<file path="config.mk">
export PLATFORM = sky130hd
export DESIGN_NAME = axis_id_return_router
export DESIGN_NICKNAME = d
export VERILOG_FILES = /design/src/rtl/axis_router_pkg.sv /design/src/rtl/axis_rr_dst_port.sv /design/src/rtl/axis_id_return_router.sv
export SDC_FILE = /design/constraint.sdc
export NUM_CORES = 1
export LEC_CHECK = 0
export ABC_CLOCK_PERIOD_IN_PS = 2050
export CAP_MARGIN = 5
export CORE_MARGIN = 4
export CORE_UTILIZATION = 40
export CTS_CLUSTER_DIAMETER = 120
export DETAILED_ROUTE_END_ITERATION = 16
export GPL_ROUTABILITY_DRIVEN = 0
export PLACE_DENSITY = 0.8
export SLEW_MARGIN = 20
export SYNTH_ARGS = -nofsm -noshare
export SYNTH_HDL_FRONTEND = slang
export SYNTH_SLANG_ARGS = --single-unit
</file>
<file path="constraint.sdc">
create_clock -name aclk -period 2.05 [get_ports aclk]
set_input_delay 0.615 -clock aclk [delete_from_list [all_inputs] [get_ports aclk]]
set_output_delay 0.615 -clock aclk [all_outputs]
set_load 0.05 [all_outputs]
</file>
<file path="src/rtl/axis_router_pkg.sv">
// Shared types and helpers for the AXI-Stream TID return router.
package axis_router_pkg;

  typedef enum logic [0:0] {
    IDLE   = 1'b0,
    LOCKED = 1'b1
  } state_e;

  localparam int unsigned RR_MAX = 32;

  // First set bit of req strictly after 'last', wrapping modulo n; returns last if none set.
  function automatic int unsigned rr_pick(input logic [RR_MAX-1:0] req,
                                          input int unsigned       last,
                                          input int unsigned       n);
    int unsigned pick;
    int unsigned idx;
    logic        found;
    pick  = last;
    found = 1'b0;
    for (int unsigned i = 1; i <= RR_MAX; i++) begin
      idx = (last + i) % n;
      if ((i <= n) && !found && req[idx]) begin
        pick  = idx;
        found = 1'b1;
      end
    end
    return pick;
  endfunction

endpackage

</file>
<file path="src/rtl/axis_rr_dst_port.sv">
// One destination of the return router: round-robin arbiter with packet lock
// and a single registered output stage.
module axis_rr_dst_port
  import axis_router_pkg::*;
#(
  parameter int unsigned NSRC       = 2,
  parameter int unsigned DATA_WIDTH = 64,
  parameter int unsigned ID_WIDTH   = 4,
  parameter int unsigned HAS_LAST   = 1
) (
  input  logic                         aclk,
  input  logic                         aresetn,
  input  logic [NSRC-1:0]              i_req,
  input  logic [NSRC-1:0]              i_s_valid,
  input  logic [NSRC*DATA_WIDTH-1:0]   i_s_data,
  input  logic [NSRC*ID_WIDTH-1:0]     i_s_id,
  input  logic [NSRC-1:0]              i_s_last,
  output logic [NSRC-1:0]              o_lock_c,
  output logic [NSRC-1:0]              o_s_ready_c,
  output logic                         o_m_valid,
  input  logic                         i_m_ready,
  output logic [DATA_WIDTH-1:0]        o_m_data,
  output logic [ID_WIDTH-1:0]          o_m_id,
  output logic                         o_m_last
);

  localparam int unsigned GW = (NSRC > 1) ? $clog2(NSRC) : 1;

  state_e                r_state;
  state_e                w_state_nxt;
  logic [GW-1:0]         r_grant;
  logic [GW-1:0]         w_grant_nxt;
  logic [GW-1:0]         r_last_grant;
  logic [GW-1:0]         w_last_grant_nxt;

  logic                  r_m_valid;
  logic [DATA_WIDTH-1:0] r_m_data;
  logic [ID_WIDTH-1:0]   r_m_id;
  logic                  r_m_last;

  logic                  w_sel_valid;
  logic                  w_sel_last;
  logic [DATA_WIDTH-1:0] w_sel_data;
  logic [ID_WIDTH-1:0]   w_sel_id;
  logic                  w_out_free;
  logic                  w_accept;

  // Mux of the currently granted source
  always_comb begin
    w_sel_valid = i_s_valid[r_grant];
    w_sel_last  = i_s_last[r_grant];
    w_sel_data  = i_s_data[32'(r_grant)*DATA_WIDTH +: DATA_WIDTH];
    w_sel_id    = i_s_id[32'(r_grant)*ID_WIDTH +: ID_WIDTH];
  end

  assign w_out_free = !r_m_valid || i_m_ready;
  assign w_accept   = (r_state == LOCKED) && w_sel_valid && w_out_free;

  always_comb begin
    o_lock_c    = '0;
    o_s_ready_c = '0;
    if (r_state == LOCKED) begin
      o_lock_c[r_grant]    = 1'b1;
      o_s_ready_c[r_grant] = w_out_free;
    end
  end

  // Arbitration / packet-lock next state
  always_comb begin
    w_state_nxt      = r_state;
    w_grant_nxt      = r_grant;
    w_last_grant_nxt = r_last_grant;
    case (r_state)
      IDLE: begin
        if (|i_req) begin
          w_grant_nxt      = GW'(rr_pick(RR_MAX'(i_req), 32'(r_last_grant), NSRC));
          w_last_grant_nxt = w_grant_nxt;
          w_state_nxt      = LOCKED;
        end
      end
      LOCKED: begin
        if (w_accept && ((HAS_LAST == 0) || w_sel_last)) begin
          w_state_nxt = IDLE;
        end
      end
      default: w_state_nxt = IDLE;
    endcase
  end

  always_ff @(posedge aclk) begin
    if (!aresetn) begin
      r_state      <= IDLE;
      r_grant      <= '0;
      r_last_grant <= GW'(NSRC - 1);
    end else begin
      r_state      <= w_state_nxt;
      r_grant      <= w_grant_nxt;
      r_last_grant <= w_last_grant_nxt;
    end
  end

  // Output stage: a load and a drain in the same cycle keep valid high
  always_ff @(posedge aclk) begin
    if (!aresetn) begin
      r_m_valid <= 1'b0;
      r_m_data  <= '0;
      r_m_id    <= '0;
      r_m_last  <= 1'b0;
    end else if (w_accept) begin
      r_m_valid <= 1'b1;
      r_m_data  <= w_sel_data;
      r_m_id    <= w_sel_id;
      r_m_last  <= (HAS_LAST != 0) ? w_sel_last : 1'b1;
    end else if (i_m_ready) begin
      r_m_valid <= 1'b0;
    end
  end

  assign o_m_valid = r_m_valid;
  assign o_m_data  = r_m_data;
  assign o_m_id    = r_m_id;
  assign o_m_last  = r_m_last;

endmodule

</file>
<file path="src/rtl/axis_id_return_router.sv">
// TID-routed AXI-Stream return switch: NSRC response sources to NDST destinations.
// Define AXIS_ID_ROUTER_OOR_DROP_EN to discard out-of-range TID packets and flag drop_err.
module axis_id_return_router
  import axis_router_pkg::*;
#(
  parameter int unsigned NSRC       = 2,
  parameter int unsigned NDST       = 2,
  parameter int unsigned DATA_WIDTH = 64,
  parameter int unsigned ID_WIDTH   = 4,
  parameter int unsigned ID_BASE    = 0,
  parameter int unsigned HAS_LAST   = 1
) (
  input  logic                       aclk,
  input  logic                       aresetn,
  input  logic [NSRC-1:0]            s_valid,
  output logic [NSRC-1:0]            s_ready,
  input  logic [NSRC*DATA_WIDTH-1:0] s_data,
  input  logic [NSRC*ID_WIDTH-1:0]   s_id,
  input  logic [NSRC-1:0]            s_last,
  output logic [NDST-1:0]            m_valid,
  input  logic [NDST-1:0]            m_ready,
  output logic [NDST*DATA_WIDTH-1:0] m_data,
  output logic [NDST*ID_WIDTH-1:0]   m_id,
  output logic [NDST-1:0]            m_last
`ifdef AXIS_ID_ROUTER_OOR_DROP_EN
  ,
  output logic                       drop_err
`endif
);

  logic [31:0]     w_tgt [NSRC];
  logic [NSRC-1:0] w_in_range;
  logic [NSRC-1:0] w_req   [NDST];
  logic [NSRC-1:0] w_lock  [NDST];
  logic [NSRC-1:0] w_ready [NDST];
  logic [NSRC-1:0] w_lock_any;
  logic [NSRC-1:0] w_ready_any;
  logic [NSRC-1:0] w_req_mask;

  // Unsigned wrap makes tid < ID_BASE land far above NDST, so one compare covers both bounds
  always_comb begin
    for (int unsigned k = 0; k < NSRC; k++) begin
      w_tgt[k]      = 32'(s_id[k*ID_WIDTH +: ID_WIDTH]) - ID_BASE;
      w_in_range[k] = (w_tgt[k] < NDST);
    end
  end

  always_comb begin
    w_lock_any  = '0;
    w_ready_any = '0;
    for (int unsigned d = 0; d < NDST; d++) begin
      w_lock_any  = w_lock_any | w_lock[d];
      w_ready_any = w_ready_any | w_ready[d];
    end
  end

`ifdef AXIS_ID_ROUTER_OOR_DROP_EN
  logic [NSRC-1:0] r_drop;
  logic [NSRC-1:0] w_drop_nxt;
  logic            r_drop_err;
  logic            w_drop_err_nxt;

  // A source enters DROP on an out-of-range head beat and leaves after the packet's last beat
  always_comb begin
    w_drop_nxt     = r_drop;
    w_drop_err_nxt = r_drop_err;
    for (int unsigned k = 0; k < NSRC; k++) begin
      if (r_drop[k]) begin
        if (s_valid[k] && ((HAS_LAST == 0) || s_last[k])) begin
          w_drop_nxt[k] = 1'b0;
        end
      end else if (s_valid[k] && !w_in_range[k] && !w_lock_any[k]) begin
        w_drop_nxt[k]  = 1'b1;
        w_drop_err_nxt = 1'b1;
      end
    end
  end

  always_ff @(posedge aclk) begin
    if (!aresetn) begin
      r_drop     <= '0;
      r_drop_err <= 1'b0;
    end else begin
      r_drop     <= w_drop_nxt;
      r_drop_err <= w_drop_err_nxt;
    end
  end

  assign w_req_mask = w_lock_any | r_drop;
  assign s_ready    = w_ready_any | r_drop;
  assign drop_err   = r_drop_err;
`else
  assign w_req_mask = w_lock_any;
  assign s_ready    = w_ready_any;
`endif

  // Request matrix: a source locked anywhere requests nowhere else
  always_comb begin
    for (int unsigned d = 0; d < NDST; d++) begin
      for (int unsigned k = 0; k < NSRC; k++) begin
        w_req[d][k] = s_valid[k] && w_in_range[k] && (w_tgt[k] == d) && !w_req_mask[k];
      end
    end
  end

  for (genvar d = 0; d < NDST; d++) begin : g_dst
    axis_rr_dst_port #(
      .NSRC       (NSRC),
      .DATA_WIDTH (DATA_WIDTH),
      .ID_WIDTH   (ID_WIDTH),
      .HAS_LAST   (HAS_LAST)
    ) u_port (
      .aclk        (aclk),
      .aresetn     (aresetn),
      .i_req       (w_req[d]),
      .i_s_valid   (s_valid),
      .i_s_data    (s_data),
      .i_s_id      (s_id),
      .i_s_last    (s_last),
      .o_lock_c    (w_lock[d]),
      .o_s_ready_c (w_ready[d]),
      .o_m_valid   (m_valid[d]),
      .i_m_ready   (m_ready[d]),
      .o_m_data    (m_data[d*DATA_WIDTH +: DATA_WIDTH]),
      .o_m_id      (m_id[d*ID_WIDTH +: ID_WIDTH]),
      .o_m_last    (m_last[d])
    );
  end

endmodule
</file>
==> results of run 1 <==
[critical path, delay by kind of cell]
kind,cells,cell delay [ps]
AO/OA/AOI/OAI,1,170
buffers and inverters,2,380
AND/OR/NAND/NOR,2,200
[cell type report]
class | count | area [um^2]
Fill cell | 1435 | 6650
Multi-Input combinational cell | 458 | 3840
Timing Repair Buffer | 337 | 3090
Sequential cell | 146 | 2940
Clock buffer | 25 | 527
Tap cell | 225 | 282
Clock inverter | 7 | 141
Inverter | 4 | 17.5
[worst max path at each step]
stage	start	endpoint	slack (ps)	depth (start not counted)
4_1_cts	g_dst[1].u_port.r_state	s_ready[0]	40	3
2_1_floorplan	m_ready[1]	s_ready[0]	2	5
3_5_place_dp	m_ready[1]	g_dst[1].u_port.o_m_data[12]	-290	6
5_1_grt	m_ready[1]	s_ready[0]	40	5
3_3_place_gp	s_id[2]	g_dst[0].u_port.r_last_grant	-280	4
6_report	m_ready[1]	s_ready[0]	70	5
[where the power goes]
part	total, uW	internal (uW)	leakage [uW]	switching, uW
sequential	2970	2910	0.00118	55.9
combinational	1340	591	0.00222	752
clock	3450	2280	0.000325	1180
total	7770	5780	0.00373	1990
[stage by stage]
step	TNS [ps]	instance area, um^2	hold slack, ps
2_1_floorplan	0	7280	456
3_3_place_gp	-25110	10100	464
3_5_place_dp	-27370	10100	477
4_1_cts	0	10800	518
5_1_grt	0	10800	560
6_report	0	10800	518
[cell usage in the layout (no fill, tap or decap), types with 2 or more instances in the layout]
cell and instances:
a31o_2 2, dfxtp_4 3, dfxtp_1 142, o211ai_1 2
nor2b_1 2, dlygate4sd2_1 2, buf_12 16, a211oi_1 97
mux2_2 3, clkbuf_16 18, a21oi_1 5, mux2i_1 136
buf_4 178, inv_1 3, o311a_1 2, bufinv_16 4
nor4_1 3, clkdlybuf4s50_1 141, o41ai_1 2, a31oi_1 136
clkbuf_1 2, nand2_4 2, o32ai_1 2, clkbuf_8 5
nand3_1 2, nand2_1 6, a211oi_2 40, nand4_1 2
nand2b_4 2
[kinds of logic (layout without fill, tap and decap cells)]
family,Yosys count,in the layout,share of synthesized area [%]
compound gates,290,290,30.6
buf+inv,107,373,7.04
flops,146,146,40.5
mux,140,140,19.6
simple gates,28,28,2.26
[state kept, by name, summed over array words and instances, names as in the netlist]
name / count
g_dst.u_port.o_m_last: 2
g_dst.u_port.r_state: 2
g_dst.u_port.o_m_id: 8
g_dst.u_port.r_last_grant: 2
g_dst.u_port.o_m_data: 128
g_dst.u_port.r_grant: 2
g_dst.u_port.o_m_valid: 2
[repair_timing]
action,4_1_cts,5_1_grt
setup buffers,2,0
pin swaps,2,0
setup endpoints to repair,2,4
resized for setup,4,3
[layer usage]
layer,routed length (um),vias up
li1,-,3330
met1,10300,3431
met2,12000,355
met3,2170,53
met4,884,0
met5,0,-
==> flow_summary.json, run 1 <==
{
  "cellPowerDensity_nw_per_um2": 718,
  "tightest_slew_ps": 446,
  "setup_slack_ps": 66.4,
  "crit_chain": "dlygate4sd2_1 > nand2b_4 > nand2_4 > o22ai_4 > buf_12",
  "yosys_most_used_dff": "dfxtp_1",
  "dpl.hpwl_um": 18100,
  "final_nets": 1108,
  "cap_violations": 0,
  "pin_count": 286,
  "rrSetupSlack_ps": 330,
  "fmax_mhz": 504,
  "critPathKind": "input pin to primary output",
  "grt_max_degree": 52,
  "io_buffers": 285,
  "root_buffer": "clkbuf_16",
  "wl_um": 25400,
  "antenna_left": 0,
  "die_x_um": 142,
  "holdCritStartpoint": "g_dst[1].u_port.r_last_grant",
  "rsz0062_at_grt": "false",
  "critPathSlowestCell": "dlygate4sd2_1",
  "post-route-period-util_pct": 96.8,
  "grt_usage_pct": 24.0,
  "initial_utilization_pct": 41.3,
  "via_count": 7169,
  "yosys_warnings": 0,
  "power.total_uw": 7770,
  "fin_cells": 1202,
  "fin_skew_ps": 8.62,
  "drtPass1Iterations": 5,
  "synth_area_leaders": "dfxtp_1, mux2i_1, a31oi_1",
  "grt_antenna_before_repair": 0,
  "finalMaxSlewViolations": 0,
  "wl_per_cell_um": 21.2,
  "hold_depth": 1,
  "yosys_register_bits": 146,
  "critPathMaxFanout": 3,
  "holdCritPathClass": "flop to flop",
  "required_ps": 1430,
  "htreeDepth": 4,
  "setup_viol": 0,
  "cts_buffers": 17,
  "synth_commonest_cells": "dfxtp_1, a31oi_1, mux2i_1",
  "diodes": 0,
  "vdd_drop_max_mv": 0.584,
  "cp.arrival_ps": 1370,
  "numPlacedInstances": 1168,
  "overflow": 0,
  "status": "finished, final reports clean",
  "worstReg2RegEnd": "g_dst[1].u_port.o_m_data[40]",
  "period_minus_slack_ps": 1980,
  "post-synth-top-area-cell": "dfxtp_1",
  "die_area_um2": 20200,
  "reg2reg_from": "g_dst[1].u_port.r_grant",
  "fp.dieH_um": 142,
  "yosysTopAreaCellShare_pct": 40.5,
  "drive_above_1_share_pct": 29.2,
  "reg2reg_depth": 4,
  "use_met1_pct": 30.3,
  "coreArea_um2": 17500,
  "hold_violations": 0,
  "rows": 48,
  "place_ws_ps": -294,
  "final_util_pct": 61.9,
  "clk_latency_ps": 420,
  "crit_path_start_kind": "input pin",
  "cts_hold_buffers": 0,
  "max_slew_margin_pct": 70.3,
  "grtUsageMet2_pct": 39.3,
  "grt_pass1_wl_um": 39000,
  "syn_area_um2": 7210,
  "drc": 0,
  "synthArstFlopShare_pct": 0,
  "cts_sinks": 146,
  "tritoncts": "done",
  "busiest_layer": "met2",
  "syn_area_per_cell_um2": 10.1,
  "crit_path_max_incr_delay_ps": 220,
  "synth-edff-count": 0,
  "syn_nets": 855,
  "cts_buffer_depth": 2,
  "syn_to_final_growth_pct": 50.1,
  "whs_endpoint": "g_dst[1].u_port.r_last_grant",
  "cp-end-kind": "primary output",
  "met3_usage_pct": 6.55,
  "leakagePower_uw": 0.00373,
  "synth_cells": 711,
  "via_per_inst": 5.96,
  "yosysMostFrequentCell": "dfxtp_1",
  "path_clk_slew_ps": 60,
  "drt-initial-drc-count": 385,
  "grt_pass1_vias": 7050,
  "yosysSeqAreaShare_pct": 40.5,
  "netlist-cell-type-count": 35
}
No activity file was read; power rests on OpenSTA's default activity.
==> inputs of run 2 (changes only) <==
--- a/config.mk
+++ b/config.mk
@@ -6,7 +6,6 @@
 export NUM_CORES = 1
 export LEC_CHECK = 0
 export ABC_CLOCK_PERIOD_IN_PS = 2050
-export CAP_MARGIN = 5
 export CORE_MARGIN = 4
 export CORE_UTILIZATION = 40
 export CTS_CLUSTER_DIAMETER = 120
==> results of run 2 <==
No change in the layout: final DEF, timing and power equal those of run 1.
